## src/rtl/busca_instrucao_pkg.sv

```systemverilog
// Shared RISC-V definitions: opcodes, instruction classes, fetch error codes
// and fetch-stage states.
package riscv_pkg;

  localparam logic [6:0] OP_R      = 7'b0110011;
  localparam logic [6:0] OP_IMM    = 7'b0010011;
  localparam logic [6:0] OP_LOAD   = 7'b0000011;
  localparam logic [6:0] OP_SYS    = 7'b1110011;
  localparam logic [6:0] OP_STORE  = 7'b0100011;
  localparam logic [6:0] OP_BRANCH = 7'b1100011;
  localparam logic [6:0] OP_JALR   = 7'b1100111;
  localparam logic [6:0] OP_LUI    = 7'b0110111;
  localparam logic [6:0] OP_JAL    = 7'b1101111;

  localparam logic [31:0] NOP_INSTR = 32'h00000013;

  typedef enum logic [2:0] {
    TIPO_R       = 3'd0,
    TIPO_I       = 3'd1,
    TIPO_S       = 3'd2,
    TIPO_SB      = 3'd3,
    TIPO_U       = 3'd4,
    TIPO_UJ      = 3'd5,
    TIPO_INVALID = 3'd7
  } tipo_op_t;

  typedef enum logic [1:0] {
    ERR_OK         = 2'b00,
    ERR_MISALIGNED = 2'b01,
    ERR_TIMEOUT    = 2'b10
  } fetch_err_t;

  typedef enum logic [1:0] {
    ST_IDLE,
    ST_WAIT,
    ST_DRAIN
  } fetch_state_t;

endpackage

```

## src/rtl/busca_instrucao_if.sv

```systemverilog
// Instruction-memory bus: request/address out, data/valid strobe back.
interface busca_instrucao_if;
  logic [63:0] imem_addr;
  logic        imem_req;
  logic [31:0] imem_rdata;
  logic        imem_valid;

  modport master (output imem_addr, output imem_req,
                  input  imem_rdata, input imem_valid);
  modport slave  (input  imem_addr, input imem_req,
                  output imem_rdata, output imem_valid);
endinterface

```

## src/rtl/busca_instrucao_decodifica_tipo.sv

```systemverilog
// Combinational opcode/funct3 to instruction-class decode, shared with the
// control FSM.
module decodifica_tipo
  import riscv_pkg::*;
(
  input  logic [6:0] opcode,
  input  logic [2:0] funct3,
  output tipo_op_t   tipo
);

  always_comb begin
    tipo = TIPO_INVALID;
    case (opcode)
      OP_R:                   tipo = TIPO_R;
      OP_IMM, OP_LOAD, OP_SYS: tipo = TIPO_I;
      OP_STORE:               tipo = TIPO_S;
      OP_BRANCH:              tipo = TIPO_SB;
      OP_JALR:                tipo = (funct3 == 3'b001) ? TIPO_SB : TIPO_I;
      OP_LUI:                 tipo = TIPO_U;
      OP_JAL:                 tipo = TIPO_UJ;
      default:                tipo = TIPO_INVALID;
    endcase
  end

endmodule

```

## src/rtl/busca_instrucao.sv

```systemverilog
// Instruction fetch stage: one request per accepted fetch_req, instruction
// register plus registered class, with misalign/timeout/flush handling.
module busca_instrucao
  import riscv_pkg::*;
#(
  parameter int unsigned TIMEOUT  = 15,
  parameter logic [31:0] RESET_IR = NOP_INSTR
) (
  input  logic                     CLK,
  input  logic                     RST,
  input  logic                     fetch_req,
  input  logic                     flush,
  input  logic [63:0]              pc_in,
  busca_instrucao_if.master        imem,
  output logic [31:0]              INSTRUCAO,
  output logic [6:0]               op_code,
  output tipo_op_t                 tipo_op,
  output logic                     fetch_done,
  output logic                     busy,
  output fetch_err_t               fetch_err
);

  localparam int unsigned CNT_W = (TIMEOUT < 1) ? 1 : $clog2(TIMEOUT + 1);

  fetch_state_t state_q, state_d;
  logic [31:0]  instr_q, instr_d;
  tipo_op_t     tipo_q, tipo_d;
  fetch_err_t   err_q, err_d;
  logic [63:0]  addr_q, addr_d;
  logic         req_q, req_d;
  logic         done_q, done_d;
  logic         busy_q, busy_d;
  logic [CNT_W-1:0] cnt_q, cnt_d;
  tipo_op_t     rdata_tipo;

  decodifica_tipo u_decodifica_tipo (
    .opcode (imem.imem_rdata[6:0]),
    .funct3 (imem.imem_rdata[14:12]),
    .tipo   (rdata_tipo)
  );

  always_comb begin
    state_d = state_q;
    instr_d = instr_q;
    tipo_d  = tipo_q;
    err_d   = err_q;
    addr_d  = addr_q;
    cnt_d   = cnt_q;
    req_d   = 1'b0;
    done_d  = 1'b0;
    case (state_q)
      ST_IDLE: begin
        if (fetch_req && !flush) begin
          if (pc_in[1:0] != 2'b00) begin
            instr_d = RESET_IR;
            tipo_d  = TIPO_I;
            err_d   = ERR_MISALIGNED;
            done_d  = 1'b1;
          end else begin
            addr_d  = pc_in;
            req_d   = 1'b1;
            cnt_d   = '0;
            err_d   = ERR_OK;
            state_d = ST_WAIT;
          end
        end
      end
      ST_WAIT: begin
        // flush outranks both a same-cycle response and the timeout
        if (flush) begin
          state_d = imem.imem_valid ? ST_IDLE : ST_DRAIN;
        end else if (imem.imem_valid) begin
          instr_d = imem.imem_rdata;
          tipo_d  = rdata_tipo;
          done_d  = 1'b1;
          state_d = ST_IDLE;
        end else if (cnt_q == CNT_W'(TIMEOUT)) begin
          instr_d = RESET_IR;
          tipo_d  = TIPO_I;
          err_d   = ERR_TIMEOUT;
          done_d  = 1'b1;
          state_d = ST_DRAIN;
        end else begin
          cnt_d = cnt_q + CNT_W'(1);
        end
      end
      ST_DRAIN: begin
        if (imem.imem_valid) state_d = ST_IDLE;
      end
      default: state_d = ST_IDLE;
    endcase
    busy_d = (state_d != ST_IDLE);
  end

  always_ff @(posedge CLK or posedge RST) begin
    if (RST) begin
      state_q <= ST_IDLE;
      instr_q <= RESET_IR;
      tipo_q  <= TIPO_I;
      err_q   <= ERR_OK;
      addr_q  <= '0;
      cnt_q   <= '0;
      req_q   <= 1'b0;
      done_q  <= 1'b0;
      busy_q  <= 1'b0;
    end else begin
      state_q <= state_d;
      instr_q <= instr_d;
      tipo_q  <= tipo_d;
      err_q   <= err_d;
      addr_q  <= addr_d;
      cnt_q   <= cnt_d;
      req_q   <= req_d;
      done_q  <= done_d;
      busy_q  <= busy_d;
    end
  end

  assign imem.imem_addr = addr_q;
  assign imem.imem_req  = req_q;
  assign INSTRUCAO      = instr_q;
  assign op_code        = instr_q[6:0];
  assign tipo_op        = tipo_q;
  assign fetch_done     = done_q;
  assign busy           = busy_q;
  assign fetch_err      = err_q;

endmodule

```

## src/flat_wrapper.sv

```systemverilog
// flat-port wrapper written by rule: the top's interface ports become plain ports
module busca_instrucao_flat import riscv_pkg::*;
#(
  parameter int unsigned TIMEOUT  = 15,
  parameter logic [31:0] RESET_IR = NOP_INSTR
)
  (CLK, RST, fetch_req, flush, pc_in, INSTRUCAO, op_code, tipo_op, fetch_done, busy, fetch_err, imem_imem_addr, imem_imem_req, imem_imem_rdata, imem_imem_valid);
  busca_instrucao_if imem_i ();
  input  logic CLK;
  input  logic RST;
  input  logic fetch_req;
  input  logic flush;
  input  logic [63:0] pc_in;
  output logic [31:0] INSTRUCAO;
  output logic [6:0] op_code;
  output tipo_op_t tipo_op;
  output logic fetch_done;
  output logic busy;
  output fetch_err_t fetch_err;
  output wire logic [$bits(imem_i.imem_addr)-1:0] imem_imem_addr;
  output wire logic [$bits(imem_i.imem_req)-1:0] imem_imem_req;
  input wire logic [$bits(imem_i.imem_rdata)-1:0] imem_imem_rdata;
  input wire logic [$bits(imem_i.imem_valid)-1:0] imem_imem_valid;
  assign imem_imem_addr = imem_i.imem_addr;
  assign imem_imem_req = imem_i.imem_req;
  assign imem_i.imem_rdata = imem_imem_rdata;
  assign imem_i.imem_valid = imem_imem_valid;
  busca_instrucao #(.TIMEOUT(TIMEOUT), .RESET_IR(RESET_IR)) u_core (.CLK(CLK), .RST(RST), .fetch_req(fetch_req), .flush(flush), .pc_in(pc_in), .imem(imem_i), .INSTRUCAO(INSTRUCAO), .op_code(op_code), .tipo_op(tipo_op), .fetch_done(fetch_done), .busy(busy), .fetch_err(fetch_err));
endmodule
```

## config.mk

```make
export PLATFORM = sky130hd
export DESIGN_NAME = busca_instrucao_flat
export DESIGN_NICKNAME = d
export VERILOG_FILES = /design/src/rtl/busca_instrucao_pkg.sv /design/src/rtl/busca_instrucao_if.sv /design/src/rtl/busca_instrucao_decodifica_tipo.sv /design/src/rtl/busca_instrucao.sv /design/src/flat_wrapper.sv
export SDC_FILE = /design/constraint.sdc
export NUM_CORES = 1
export LEC_CHECK = 0
export CAP_MARGIN = 10
export CORE_UTILIZATION = 42
export CTS_BUF_LIST = sky130_fd_sc_hd__clkbuf_8
export CTS_CLUSTER_DIAMETER = 80
export CTS_CLUSTER_SIZE = 10
export DETAILED_ROUTE_END_ITERATION = 12
export PLACE_DENSITY = 0.8
export SYNTH_ARGS = -nofsm -noshare
export SYNTH_HDL_FRONTEND = slang
export SYNTH_SLANG_ARGS = --single-unit
```

## constraint.sdc

```tcl
create_clock -name CLK -period 4.05 [get_ports CLK]
set_input_delay 0.405 -clock CLK [delete_from_list [all_inputs] [get_ports CLK]]
set_output_delay 0.405 -clock CLK [all_outputs]
set_load 0.1 [all_outputs]
```

### After elaboration in Yosys (flattened, before gate mapping)

Index checks and enable logic that the tools add are counted.

* logic and storage cells: 86
* output and inout port bits: 111
* bits in registers: 110
* input port bits: 101

* mux-type cells: 43
* add/sub/neg operators: 1
* bitwise gates (word level): 1
* reductions and logical operators: 11
* eq/ne operators: 21

Operators with widths (number)
* $mux 32: 5
* $pmux 32 s2: 1
* $eq 7x7->1 const B: 4
* $mux 2: 12
* $eq 7x6->1 const B: 3
* $pmux 3 s7: 1
* $mux 4: 5
* $mux 3: 5
* $reduce_and 5->1: 2
* $mux 1: 9
* $ne 2x2->1 const B: 4
* $pmux 4 s2: 1
* $eq 7x2->1 const B: 1
* $eq 7x5->1 const B: 1
* $ne 2x1->1 const B: 3
* $pmux 2 s3: 1
* $pmux 3 s2: 1
* $reduce_and 6->1: 1
* $reduce_bool 2->1: 3
* $add 4x1->4 const B: 1
* $eq 4x4->1 const B: 1
* $pmux 2 s2: 1
* $eq 3x1->1 const B: 1
* $ne 3x2->1 const B: 1
* other kinds (9): 9

### Depth between registers and ports, before layout

* word-level depth: 6
* mapped depth: 6
* mapped depth without buffers: 5

### By module

From an unflattened synthesis, not the netlist that was laid out.

* cells, all modules: 371
* area total of the unflattened synthesis: 4630.7 um^2

By module, submodules not included
* busca_instrucao: area each 4529.3 um^2, cells an instance 354, instances 1
* decodifica_tipo: area each 101.3 um^2, cells an instance 17, instances 1

### Least setup slack after synthesis

Ideal clock, no wire load.

* path kind: reg2out
* from: register u_core.instr_q[2], in the netlist u_core.INSTRUCAO[2]
* to: output op_code[2]
* cell stages (with the launch flop): 2
* setup slack: 2305 ps
* data arrival time: 1340 ps
* path through: dfrtp_1 buf_4

RTL lines
* start: declaration: RTL line busca_instrucao.sv:26 `logic [31:0] instr_q, instr_d;`
* start signal: assignment: RTL line busca_instrucao.sv:108 `instr_q <= instr_d;`
* end: declaration: RTL line flat_wrapper.sv:15 `output logic [6:0] op_code;`

No word-level cell between the ends.

### Final worst setup path

* from: register u_core.instr_q[4], in the netlist u_core.INSTRUCAO[4]
* to: output INSTRUCAO[4]

RTL lines
* end: declaration: RTL line flat_wrapper.sv:14 `output logic [31:0] INSTRUCAO;`

No word-level cell between the ends.

==> impl_metrics.env <==
export IMPL_synth_top_area_share=0.5930
export IMPL_syn_num_nets=399
export IMPL_critPathTopFamily="buffers and inverters"
export IMPL_crit_path_top_delay_cell="clkdlybuf4s50_1"
export IMPL_cap_viol_max_count=0
export IMPL_cts_resized=0
export IMPL_setup_violations=0
export IMPL_drc=0
export IMPL_r2r_cells=3
export IMPL_holdWs_ns=0.4976
export IMPL_synth_warnings=0
export IMPL_n_antenna_cell=0
export IMPL_crit_cells=1
export IMPL_cts_num_sinks=110
export IMPL_timing_fmax_ghz=0.4026
export IMPL_io_pins=212
export IMPL_finalCritPeriodShare=0.6134
export IMPL_setup_ws_ns=1.566
export IMPL_fp_dieH_um=105.2
export IMPL_die_w_um=105.2
export IMPL_slew_headroom=0.2216
export IMPL_period_minus_slack_ns=2.484
export IMPL_crit_arrival_ns=2.08
export IMPL_dp_final_hpwl_um=7949
export IMPL_start_kind="flop"
export IMPL_leakagePower_nw=3.054
export IMPL_ys_flop_type="dfrtp_1"
export IMPL_dp_slack_ns=1.317
export IMPL_synthDistinctLibCells=39
export IMPL_clockBufferDepth=2
export IMPL_drt_pass1_iterations=4
export IMPL_async_flop_share=1.000
export IMPL_crit_path_end_kind="primary output"
export IMPL_portBuffers=211
export IMPL_numCtsBuffers=9
export IMPL_rsz0062_at_grt="false"
export IMPL_grt_overflow=0
export IMPL_path_clk_slew_ns=0.10
export IMPL_h_tree_depth=3
export IMPL_clkLatencyLatePin_ns=0.38
export IMPL_setup_tns_final_ns=0
export IMPL_postCtsSetupBuffers=0
export IMPL_min_path_type="reg2reg"
export IMPL_antenna_found_initial=0
export IMPL_synth_seq_area_share=0.6165
export IMPL_start_util=0.4333
export IMPL_rows=37
export IMPL_hold_violations=0
export IMPL_worstHoldPathCells=1
export IMPL_synth_area_leaders="dfrtp_1 (59%), mux2_4 (12%), mux2_1 (6.5%)"
export IMPL_dieArea_um2=11070
export IMPL_postCtsHoldBufs=0
export IMPL_netlist_area_um2=4473
export IMPL_outcome="completed"
export IMPL_crit_type="reg2out"
export IMPL_nets=603
export IMPL_fill_cells=777
export IMPL_p_per_area_nw_per_um2=609.3
export IMPL_tightest_slew_ns=1.168
export IMPL_core_area_um2=10320
export IMPL_grt_pass1_vias=3345
export IMPL_wl_um=11000
export IMPL_crit_chain="clkdlybuf4s50_1"
export IMPL_avgViaCountPerCell=5.039
export IMPL_worstPathRequired_ns=3.64
export IMPL_synth_edff_count=0
export IMPL_fin_skew_ns=0.009506
export IMPL_ant_nets=0
export IMPL_areaGrowthSynthToFinish_pct=52.78
export IMPL_clock_root_buffer="clkbuf_8"
export IMPL_synth_commonest_cells="dfrtp_1 (106), mux2_4 (36), a22o_1 (30), mux2_1 (26), o21ai_0 (11)"
export IMPL_syn_inst=297
export IMPL_max_stage_delay_ns=1.14
export IMPL_vias=3235
export IMPL_grt_pass1_wl_um=17680
export IMPL_path_buf_inv=1
export IMPL_drt_initial_drc_count=120
export IMPL_slew_viol_final=0
export IMPL_yosysMostFrequentCell="dfrtp_1"
export IMPL_yosys_area_top_type="dfrtp_1"
export IMPL_ys_seq_elements=110
export IMPL_cts_tree="built"
export IMPL_cp_max_fo=3
export IMPL_grt_start_max_net_pins=68
export IMPL_grtUsageTotal=0.2074
export IMPL_gp_congestion=0.8178
export IMPL_wire_per_inst_um=17.13
export IMPL_drive_gt1_frac=0.1304
export IMPL_synth_avg_cell_area_um2=15.06
export IMPL_max_vdd_ir_drop_mv=0.3450
-- sequential cells by signal, indices dropped and copies added (netlist names) --
signal	count
u_core.INSTRUCAO	32
u_core.busy	1
u_core.cnt_q	4
u_core.fetch_done	1
u_core.fetch_err	2
u_core.imem.imem_addr	64
u_core.imem.imem_req	1
u_core.state_q	2
u_core.tipo_op	3
-- power by group --
group / internal (mW) / switching, mW / total (mW)
combinational: 0.555 / 1.56 / 2.12
clock: 0.301 / 0.367 / 0.668
sequential: 1.28 / 0.101 / 1.38
-- layout make-up --
cell class | instances | area (µm²) | area share
Clock buffer | 10 | 137.6 | 0.02014
Timing Repair Buffer | 214 | 2135 | 0.3123
Inverter | 4 | 17.52 | 0.002563
Multi-Input combinational cell | 162 | 1555 | 0.2276
Tap cell | 136 | 170.2 | 0.02490
Clock inverter | 6 | 61.31 | 0.008971
Sequential cell | 110 | 2758 | 0.4035
-- metal layers --
metal  vias to the layer above  GRT usage  part of all wire
met1                      1620     0.2590              0.43
met3                        14    0.03930             0.045
met4                         0    0.09759             0.021
met2                       119     0.3468              0.50
met5                         -          0                 0
li1                       1482          -                 -
-- placed cells by master (no fill, tap or decap), drive strengths merged --
cell type / count
and2: 2
o22a: 4
inv: 4
o2111ai: 1
nor2b: 3
nand4b: 2
ha: 1
o221ai: 1
clkbuf: 10
nor2: 5
nand3: 4
and3: 2
o21ai: 11
clkinv: 4
nor3b: 2
nand2b: 3
a22o: 30
nor4b: 2
nand2: 8
or4b: 1
buf: 3
bufinv: 1
clkinvlp: 1
mux2: 62
o21ba: 1
o21a: 2
o31ai: 1
a21oi: 5
o22ai: 1
a2111oi: 1
nor4bb: 1
dfstp: 4
or2: 1
nand3b: 1
dfrtp: 106
nor3: 3
clkdlybuf4s50: 211
o211ai: 1
-- kinds of logic (layout without fill, tap and decap cells) --
family | count (synthesis) | count (layout) | synth area share
and+or+nand+nor | 40 | 40 | 0.05483
buffers and inverters | 25 | 234 | 0.03748
adders and majority gates | 1 | 1 | 0.002797
muxes | 62 | 62 | 0.1863
AOI/OAI and AO/OA | 59 | 59 | 0.1021
DFF | 110 | 110 | 0.6165
-- final timing paths --
check | from | end | slack [ns]
max reg2reg | u_core.state_q[0] | u_core.imem.imem_addr[57] | 1.69
min in group asynchronous | RST | u_core.imem.imem_addr[42] | 0.51
min reg2reg | u_core.imem.imem_addr[53] | u_core.imem.imem_addr[53] | 0.50
max | u_core.INSTRUCAO[4] | INSTRUCAO[4] | 1.57
min | u_core.imem.imem_addr[53] | u_core.imem.imem_addr[53] | 0.50
max in group asynchronous | RST | u_core.tipo_op[0] | 2.63
-- metrics by stage --
| stage | instance area, µm² | util | power, mW | instances |
|---|---|---|---|---|
| final | 6834 | 0.6620 | 4.164 | 642 |
| after CTS | 6834 | 0.6620 | 4.205 | 642 |
| after floorplan | 4473 | - | 2.977 | 297 |
| after global routing | 6834 | 0.6620 | 4.306 | 642 |
| after detailed placement | 6635 | 0.6427 | 3.525 | 626 |
| after global placement | 6635 | 0.6427 | 3.495 | 626 |
No activity file was read; power rests on OpenSTA's default activity.
